**src/rtl/vga_frame_reader.sv**
```systemverilog
// vga_frame_reader: 640x480@60 timing generator and read side of the
// 320x240 RGB444 frame buffer. Each stored pixel becomes a 2x2 screen block.
// Sync, RGB and frame_start all leave the block 3 clocks after the counter
// value they belong to. That covers one address register, one BRAM read
// and one output register.
module vga_frame_reader #(
  parameter int H_ACTIVE = 640,
  parameter int H_FP     = 16,
  parameter int H_SYNC   = 96,
  parameter int H_BP     = 48,
  parameter int V_ACTIVE = 480,
  parameter int V_FP     = 10,
  parameter int V_SYNC   = 2,
  parameter int V_BP     = 33
) (
  input  logic        clk,
  input  logic        rst,
  output logic        enb,
  output logic [16:0] addrb,
  input  logic [11:0] doutb,
  output logic [3:0]  vga_r,
  output logic [3:0]  vga_g,
  output logic [3:0]  vga_b,
  output logic        vga_hs,
  output logic        vga_vs,
  output logic        frame_start
);

  localparam logic [9:0] H_ACT   = 10'(H_ACTIVE);
  localparam logic [9:0] HS_BEG  = 10'(H_ACTIVE + H_FP);
  localparam logic [9:0] HS_END  = 10'(H_ACTIVE + H_FP + H_SYNC);
  localparam logic [9:0] H_MAX   = 10'(H_ACTIVE + H_FP + H_SYNC + H_BP - 1);
  localparam logic [9:0] V_ACT   = 10'(V_ACTIVE);
  localparam logic [9:0] VS_BEG  = 10'(V_ACTIVE + V_FP);
  localparam logic [9:0] VS_END  = 10'(V_ACTIVE + V_FP + V_SYNC);
  localparam logic [9:0] V_MAX   = 10'(V_ACTIVE + V_FP + V_SYNC + V_BP - 1);

  logic [9:0]  h_cnt;
  logic [9:0]  v_cnt;
  logic        active;
  logic        hs0;
  logic        vs0;
  logic        fs0;
  logic [8:0]  x;
  logic [8:0]  y;
  logic [16:0] addr;

  logic        active_d1;
  logic        hs_d1;
  logic        vs_d1;
  logic        fs_d1;
  logic        active_d2;
  logic        hs_d2;
  logic        vs_d2;
  logic        fs_d2;

  // Raster counters: h wraps every line, v advances on each h wrap.
  always_ff @(posedge clk) begin
    if (rst) begin
      h_cnt <= '0;
      v_cnt <= '0;
    end else if (h_cnt == H_MAX) begin
      h_cnt <= '0;
      v_cnt <= (v_cnt == V_MAX) ? 10'd0 : v_cnt + 10'd1;
    end else begin
      h_cnt <= h_cnt + 10'd1;
    end
  end

  // Stage 0 decode. Halving both counters gives the 2x2 duplication, and
  // y*320 is built as y*256 + y*64 so that no multiplier is needed.
  always_comb begin
    active = (h_cnt < H_ACT) && (v_cnt < V_ACT);
    hs0    = !((h_cnt >= HS_BEG) && (h_cnt < HS_END));
    vs0    = !((v_cnt >= VS_BEG) && (v_cnt < VS_END));
    fs0    = (h_cnt == 10'd0) && (v_cnt == 10'd0);
    x      = h_cnt[9:1];
    y      = v_cnt[9:1];
    addr   = {y, 8'd0} + {2'd0, y, 6'd0} + {8'd0, x};
  end

  // Stage 1: issue the read, or park the address at 0 during blanking.
  always_ff @(posedge clk) begin
    if (rst) begin
      enb       <= 1'b0;
      addrb     <= '0;
      active_d1 <= 1'b0;
      hs_d1     <= 1'b1;
      vs_d1     <= 1'b1;
      fs_d1     <= 1'b0;
    end else begin
      enb       <= active;
      addrb     <= active ? addr : 17'd0;
      active_d1 <= active;
      hs_d1     <= hs0;
      vs_d1     <= vs0;
      fs_d1     <= fs0;
    end
  end

  // Stage 2: the BRAM returns data while these delayed controls are current.
  always_ff @(posedge clk) begin
    if (rst) begin
      active_d2 <= 1'b0;
      hs_d2     <= 1'b1;
      vs_d2     <= 1'b1;
      fs_d2     <= 1'b0;
    end else begin
      active_d2 <= active_d1;
      hs_d2     <= hs_d1;
      vs_d2     <= vs_d1;
      fs_d2     <= fs_d1;
    end
  end

  // Stage 3: output registers. RGB is forced black outside the visible area.
  always_ff @(posedge clk) begin
    if (rst) begin
      {vga_r, vga_g, vga_b} <= 12'h000;
      vga_hs                <= 1'b1;
      vga_vs                <= 1'b1;
      frame_start           <= 1'b0;
    end else begin
      {vga_r, vga_g, vga_b} <= active_d2 ? doutb : 12'h000;
      vga_hs                <= hs_d2;
      vga_vs                <= vs_d2;
      frame_start           <= fs_d2;
    end
  end

endmodule

```
**config.mk**
```make
export PLATFORM = sky130hd
export DESIGN_NAME = vga_frame_reader
export DESIGN_NICKNAME = d
export VERILOG_FILES = /design/src/rtl/vga_frame_reader.sv
export SDC_FILE = /design/constraint.sdc
export NUM_CORES = 1
export LEC_CHECK = 0
export ABC_AREA = 1
export BUFFER_PORTS_ARGS = -buffer_cell sky130_fd_sc_hd__buf_2
export CAP_MARGIN = 30
export CORE_ASPECT_RATIO = 1.4
export CORE_UTILIZATION = 50
export DETAILED_ROUTE_END_ITERATION = 10
export PLACE_DENSITY = 0.72
export SYNTH_ARGS = -nofsm -noshare
export SYNTH_HDL_FRONTEND = slang
export SYNTH_SLANG_ARGS = --single-unit
```
**constraint.sdc**
```tcl
create_clock -name clk -period 5.9 [get_ports clk]
set_clock_uncertainty 0.05 [all_clocks]
set_input_delay 0.59 -clock clk [delete_from_list [all_inputs] [get_ports clk]]
set_output_delay 0.59 -clock clk [all_outputs]
set_load 0.05 [all_outputs]
```
After elaboration in Yosys (flattened, before gate mapping)
Index checks and enable logic that the tools add are counted.
{"block": "op_classes", "n_addsub": 4, "order_cmp": 6, "eq_ne": 2, "n_mux": 1, "bitwise_logic": 2, "n_reduce_logical": 11}
{"cell": "$add 10x1->10 const B", "count": 2}
{"cell": "$eq 10x10->1 const B", "count": 2}
{"cell": "$logic_not 10->1", "count": 2}
{"cell": "$lt 10x10->1 const B", "count": 2}
{"cell": "$lt 10x9->1 const B", "count": 2}
{"cell": "$add 17x15->17", "count": 1}
{"cell": "$add 17x9->17", "count": 1}
{"cell": "$ge 10x10->1 const B", "count": 1}
{"cell": "$ge 10x9->1 const B", "count": 1}
{"cell": "$mux 10", "count": 1}
{"cell": "$reduce_or 2->1", "count": 3}
{"cell": "$logic_and 1x1->1", "count": 4}
{"cell": "$logic_not 1->1", "count": 2}
{"cell": "$not 1->1", "count": 2}
{"block": "word_totals", "regBits": 60, "input_bits": 14}

Depth between registers and ports, before layout
{"block": "logic_depth", "word_depth": 4, "ltp_mapped": 11}

Worst setup path before layout
OpenSTA, ideal clock, no wires.
{"block": "synth_path", "path_type": "register to register", "startpoint": "register h_cnt[9]", "endpoint": "register addrb[15]", "setup_ns": 0.115, "t_arrival_ns": 1.874, "path_slack_ns": 3.861, "path_stages_with_launch": 10, "cell_sequence": "dfxtp_1 -> fa_1 -> inv_1 -> fa_1 -> inv_1 -> nand3_1 -> nand2_1 -> nand3_1 -> a21oi_1 -> nor2_1"}
{"block": "synth_via", "elab_chain_len": 4, "elab_cells_between_ends": 5, "cone_classes": "add/sub (1); order compare (1); bitwise (1); reduce/logical (2)"}
{"item": "from (decl)", "line_no": "38", "text": "logic [9:0] h_cnt;"}
{"item": "from (signal assigned)", "line_no": "66", "text": "h_cnt <= h_cnt + 10'd1;"}
{"item": "$lt 10x10->1", "line_no": "73", "text": "active = (h_cnt < H_ACT) && (v_cnt < V_ACT);"}
{"item": "$logic_and 1x1->1", "line_no": "73"}
{"item": "$not 1->1 (no line)"}
{"item": "$reduce_or 2->1 (no line)"}
{"item": "to (signal assigned)", "line_no": "93", "text": "addrb <= active ? addr : 17'd0;"}
{"item": "to (decl)", "line_no": "19", "text": "output logic [16:0] addrb,"}
Several ways; a longest one is shown, not always the timed one.
A chain may end at the register's enable or synchronous reset.

Final worst setup path
Same ends and word-level chain as after synthesis.

==> results.md <==
- Yosys mapped a number of flops with a built-in enable equal to 0.
- In this run the post-CTS setup repair buffer count came out at 0.
- The estimated wirelength of the detail-placed design is 3910 um.
- After global routing the overflow that remains totals 0.
- Of all flip-flops after synthesis, the portion carrying an async set or reset was 0.
- The fmax is ~450 MHz.
- In this run the core area contains 31 standard-cell rows.
- During placement, the flow inserted port buffers numbering 46.
- The required time of the critical path is 6.09 ns.
- The CTS tree is yes.
- The number of max-cap violations is 0.
- The worst hold slack across all endpoints is around 0.35 ns.
- The floorplan die width is around 64 um.
- The startpoint type of the worst setup path is a register.
- The number of buffer and inverter stages on the critical path is 2.
- In this run, distinct cell masters in the synthesized netlist total 35.
- Data arrives at the worst endpoint at about 2.4 ns.
- The initial antenna violation count was 0.
- The clock transition at the registers of the reported paths is around 0.070 ns.
- The critical path's slowest cell is fa_1.
- The count of clock tree sinks is 60.
- Traced cell by cell, the critical path runs through fa_1 -> inv_1 -> fa_1 -> inv_1 -> nand3_1 -> nand2_1 -> nand3_1 -> a21oi_1 -> nor2_1.
- For this configuration, the core starts out at a cell density of 0.522.
- The flow ran to the end, and the final reports show no timing, DRC or antenna violations.
- The area of the core is 5200 um^2.
- The sequential area share after synthesis is 0.443.
- The number of antenna repair diodes is 0.
- Entering global routing, the biggest net connects 14 pins.
- The Yosys step of the flow raised 0 warnings.
- In this run the worst hold path is classified as register to register.
- The first global-routing pass estimated between 8000 and 9000 um of wire.
- The mean routed wirelength per cell is roughly 11 um.
- The average instance in the mapped netlist occupies 7.80 um^2.
- Of the cells placed in the final design, the portion with a size suffix greater than 1 is 0.199.
- The number of global-route vias before repair was 2145.
- For this run, the leading register cell type out of synthesis is dfxtp_1.
- The cell area that synthesis handed to floorplanning was 2710 um^2.
- Measured along the y axis, the die boundary spans about 89 um.
- The analysis attributes to cell leakage a power of 0.00164 uW.
- The time the final worst path needs with I/O delays and setup is between 2 and 2.5 ns.
- The final-report setup violation count is 0.
- The cell family contributing the most delay on the critical path is adder cells.
- Along the worst path, the maximum fanout reaches 4.
- The max-slew violation count was 0.
- By area the synthesized netlist is led by dfxtp_1, ha_1, nor2_1.
- The number of nets handed over by synthesis was 385.
- At the end of routability-driven placement, the weighted congestion stood at 0.865.
- The root buffer selected by CTS is clkbuf_8.
- The total die area is between 5000 and 6000 um^2.
- For the final routed database, the setup TNS stands at 0 ns.
- Setup repair after global routing left no endpoint under its margin.
- In this run, CTS created clock tree buffers numbering 9.
- The post-detailed-routing wire length is 5150 um.
- The fraction of post-synthesis cell area in the top cell type by area is 0.443.
- Power spread over the standard cell area amounts to 255 nW/um^2.
- The cell count after synthesis is 348.
- The cell accounting for the most synthesized area is dfxtp_1.
- The delay of the slowest critical-path stage is 0.58 ns.
- The final layout contains ~440 nets.
- Once placement finished, the instance area stood at 3010 um^2.
- For the pin with the worst max-slew slack, the measured transition is 0.415 ns.
- The remaining design rule violation count is 0.
- In the finished design, the share of the clock period the worst path needs comes to 0.373.
- The clock reaches the later pin of the worst-skew pair after 0.34 ns.
- The number of detailed-route iterations in the first pass is 4.
- The worst setup path category is register to register.
- Counting the fill cells in the layout gives around 470.
- In the global route stage, overall resource usage came out at 0.207.
- The number of DRC markers in iteration 0 is 96.
- The element type at the critical path end is a register.
- 47 I/O pins were placed.
- After the flow finishes, the layout carries non-filler instances totaling 473.
- The area growth from synthesis to layout is 18.3%.
- Counting flops and latches in the post-synthesis netlist gives 60.
- The normalized max-slew margin is 0.723.
- Detailed routing inserted a total of 2285 vias.
- The peak ir drop on the vdd network is about 0.0002 V.
- The clock tree synthesis step divided the H-tree into 3 levels.
- The post-route cell area is roughly 3200 um^2.
- In this run, post-CTS repair resized a total of 0 instances.
- The post-route antenna net violation count is 0.
- The buffer depth of the longest clock path is 2.
- The number of vias per cell is 4.83.
- The count of endpoints failing hold in the final timing report is 0.
- The number of cells after detailed placement is 457.
- Hold repair after CTS inserted 0 buffers.
==> cells by family (layout without fill, tap and decap cells) <==
| logic type | Yosys count | after routing | synth area share |
|---|---|---|---|
| AOI/OAI and AO/OA | 36 | 36 | 0.0738 |
| xor gates and xnor gates | 2 | 2 | 0.00646 |
| adders and majority gates | 23 | 23 | 0.112 |
| buffers and inverters | 66 | 125 | 0.0927 |
| DFF | 60 | 60 | 0.443 |
| and+or+nand+nor | 161 | 161 | 0.273 |
==> per-layer routing <==
metal | vias up | routed length [um] | track usage
li1 | 1202 | - | -
met1 | 1022 | 2120 | 0.217
met2 | 50 | 2670 | 0.364
met3 | 11 | 225 | 0.0651
met4 | 0 | 141 | 0.125
met5 | - | 0 | 0
==> synth_stat cells (2+ instances only) <==
cell type / instances
o21bai_1: 2
inv_1: 58
fa_1: 2
nor2_1: 60
or2_2: 4
nand2_1: 56
nor2_2: 3
nand4_2: 2
nor3_1: 3
nor4_1: 2
nand4_1: 7
ha_1: 21
inv_2: 5
o21ai_0: 9
xor2_1: 2
dfxtp_1: 60
a21oi_1: 18
clkbuf_1: 2
nand3_1: 16
==> worst register-to-register path, delay by kind of cell (launching register included) <==
family,cells,cell delay [ns]
buffers and inverters,2,0.16
adder cells (fa/ha/maj),2,1.02
AND/OR/NAND/NOR,4,0.36
AO/OA/AOI/OAI,1,0.16
flip-flops,1,0.36
==> placed cells by master, fill, tap and decap left out, types with 2 or more instances in the layout <==
cell type,netlist,routed
nor2_1,60,60
dfxtp_1,60,60
inv_1,58,58
nand2_1,56,56
buf_2,0,46
ha_1,21,21
a21oi_1,18,18
nand3_1,16,16
o21ai_0,9,9
clkbuf_8,0,9
nand4_1,7,7
inv_2,5,5
or2_2,4,4
nor2_2,3,3
nor3_1,3,3
clkinvlp_4,0,3
nand4_2,2,2
xor2_1,2,2
o21bai_1,2,2
nor4_1,2,2
fa_1,2,2
inv_6,0,2
==> cell type report <==
class / count / area (um^2) / area share
multi-input cells: 222 / 1260 / 0.393
repair buffers: 46 / 230 / 0.0717
well taps: 66 / 82.6 / 0.0257
inverters: 63 / 236 / 0.0737
clock buffers: 9 / 124 / 0.0386
clock inverters: 7 / 75.1 / 0.0234
flip-flops and latches: 60 / 1200 / 0.374
==> stage by stage <==
stage / total power [uW] / util / worst slack, ns
floorplan: 450 / - / 3.86
global placement: 461 / 0.579 / 3.77
detailed placement: 462 / 0.579 / 3.72
CTS: 831 / 0.618 / 3.71
global route: 853 / 0.618 / 3.57
finish: 820 / 0.618 / 3.70
==> final timing paths <==
path / from / end / slack (ns) / depth (start not counted)
min reg2reg: fs_d2 / frame_start / 0.35 / 2
max reg2reg: h_cnt[9] / addrb[15] / 3.70 / 9
max: h_cnt[9] / addrb[15] / 3.70 / 9
min: fs_d2 / frame_start / 0.35 / 2
==> state kept, by name, summed over array words and instances (netlist names) <==
signal,flops
addrb,17
h_cnt,10
v_cnt,10
vga_b,4
vga_g,4
vga_r,4
active_d1,1
active_d2,1
frame_start,1
fs_d1,1
fs_d2,1
hs_d1,1
hs_d2,1
vga_hs,1
vga_vs,1
vs_d1,1
vs_d2,1
==> power by group <==
group          switching (uW)  internal [uW]  total [uW]
combinational            27.4           10.5        37.8
clock                     172            197         368
sequential               2.51            412         414
total                     201            619         820
No activity file was read; power rests on OpenSTA's default activity.
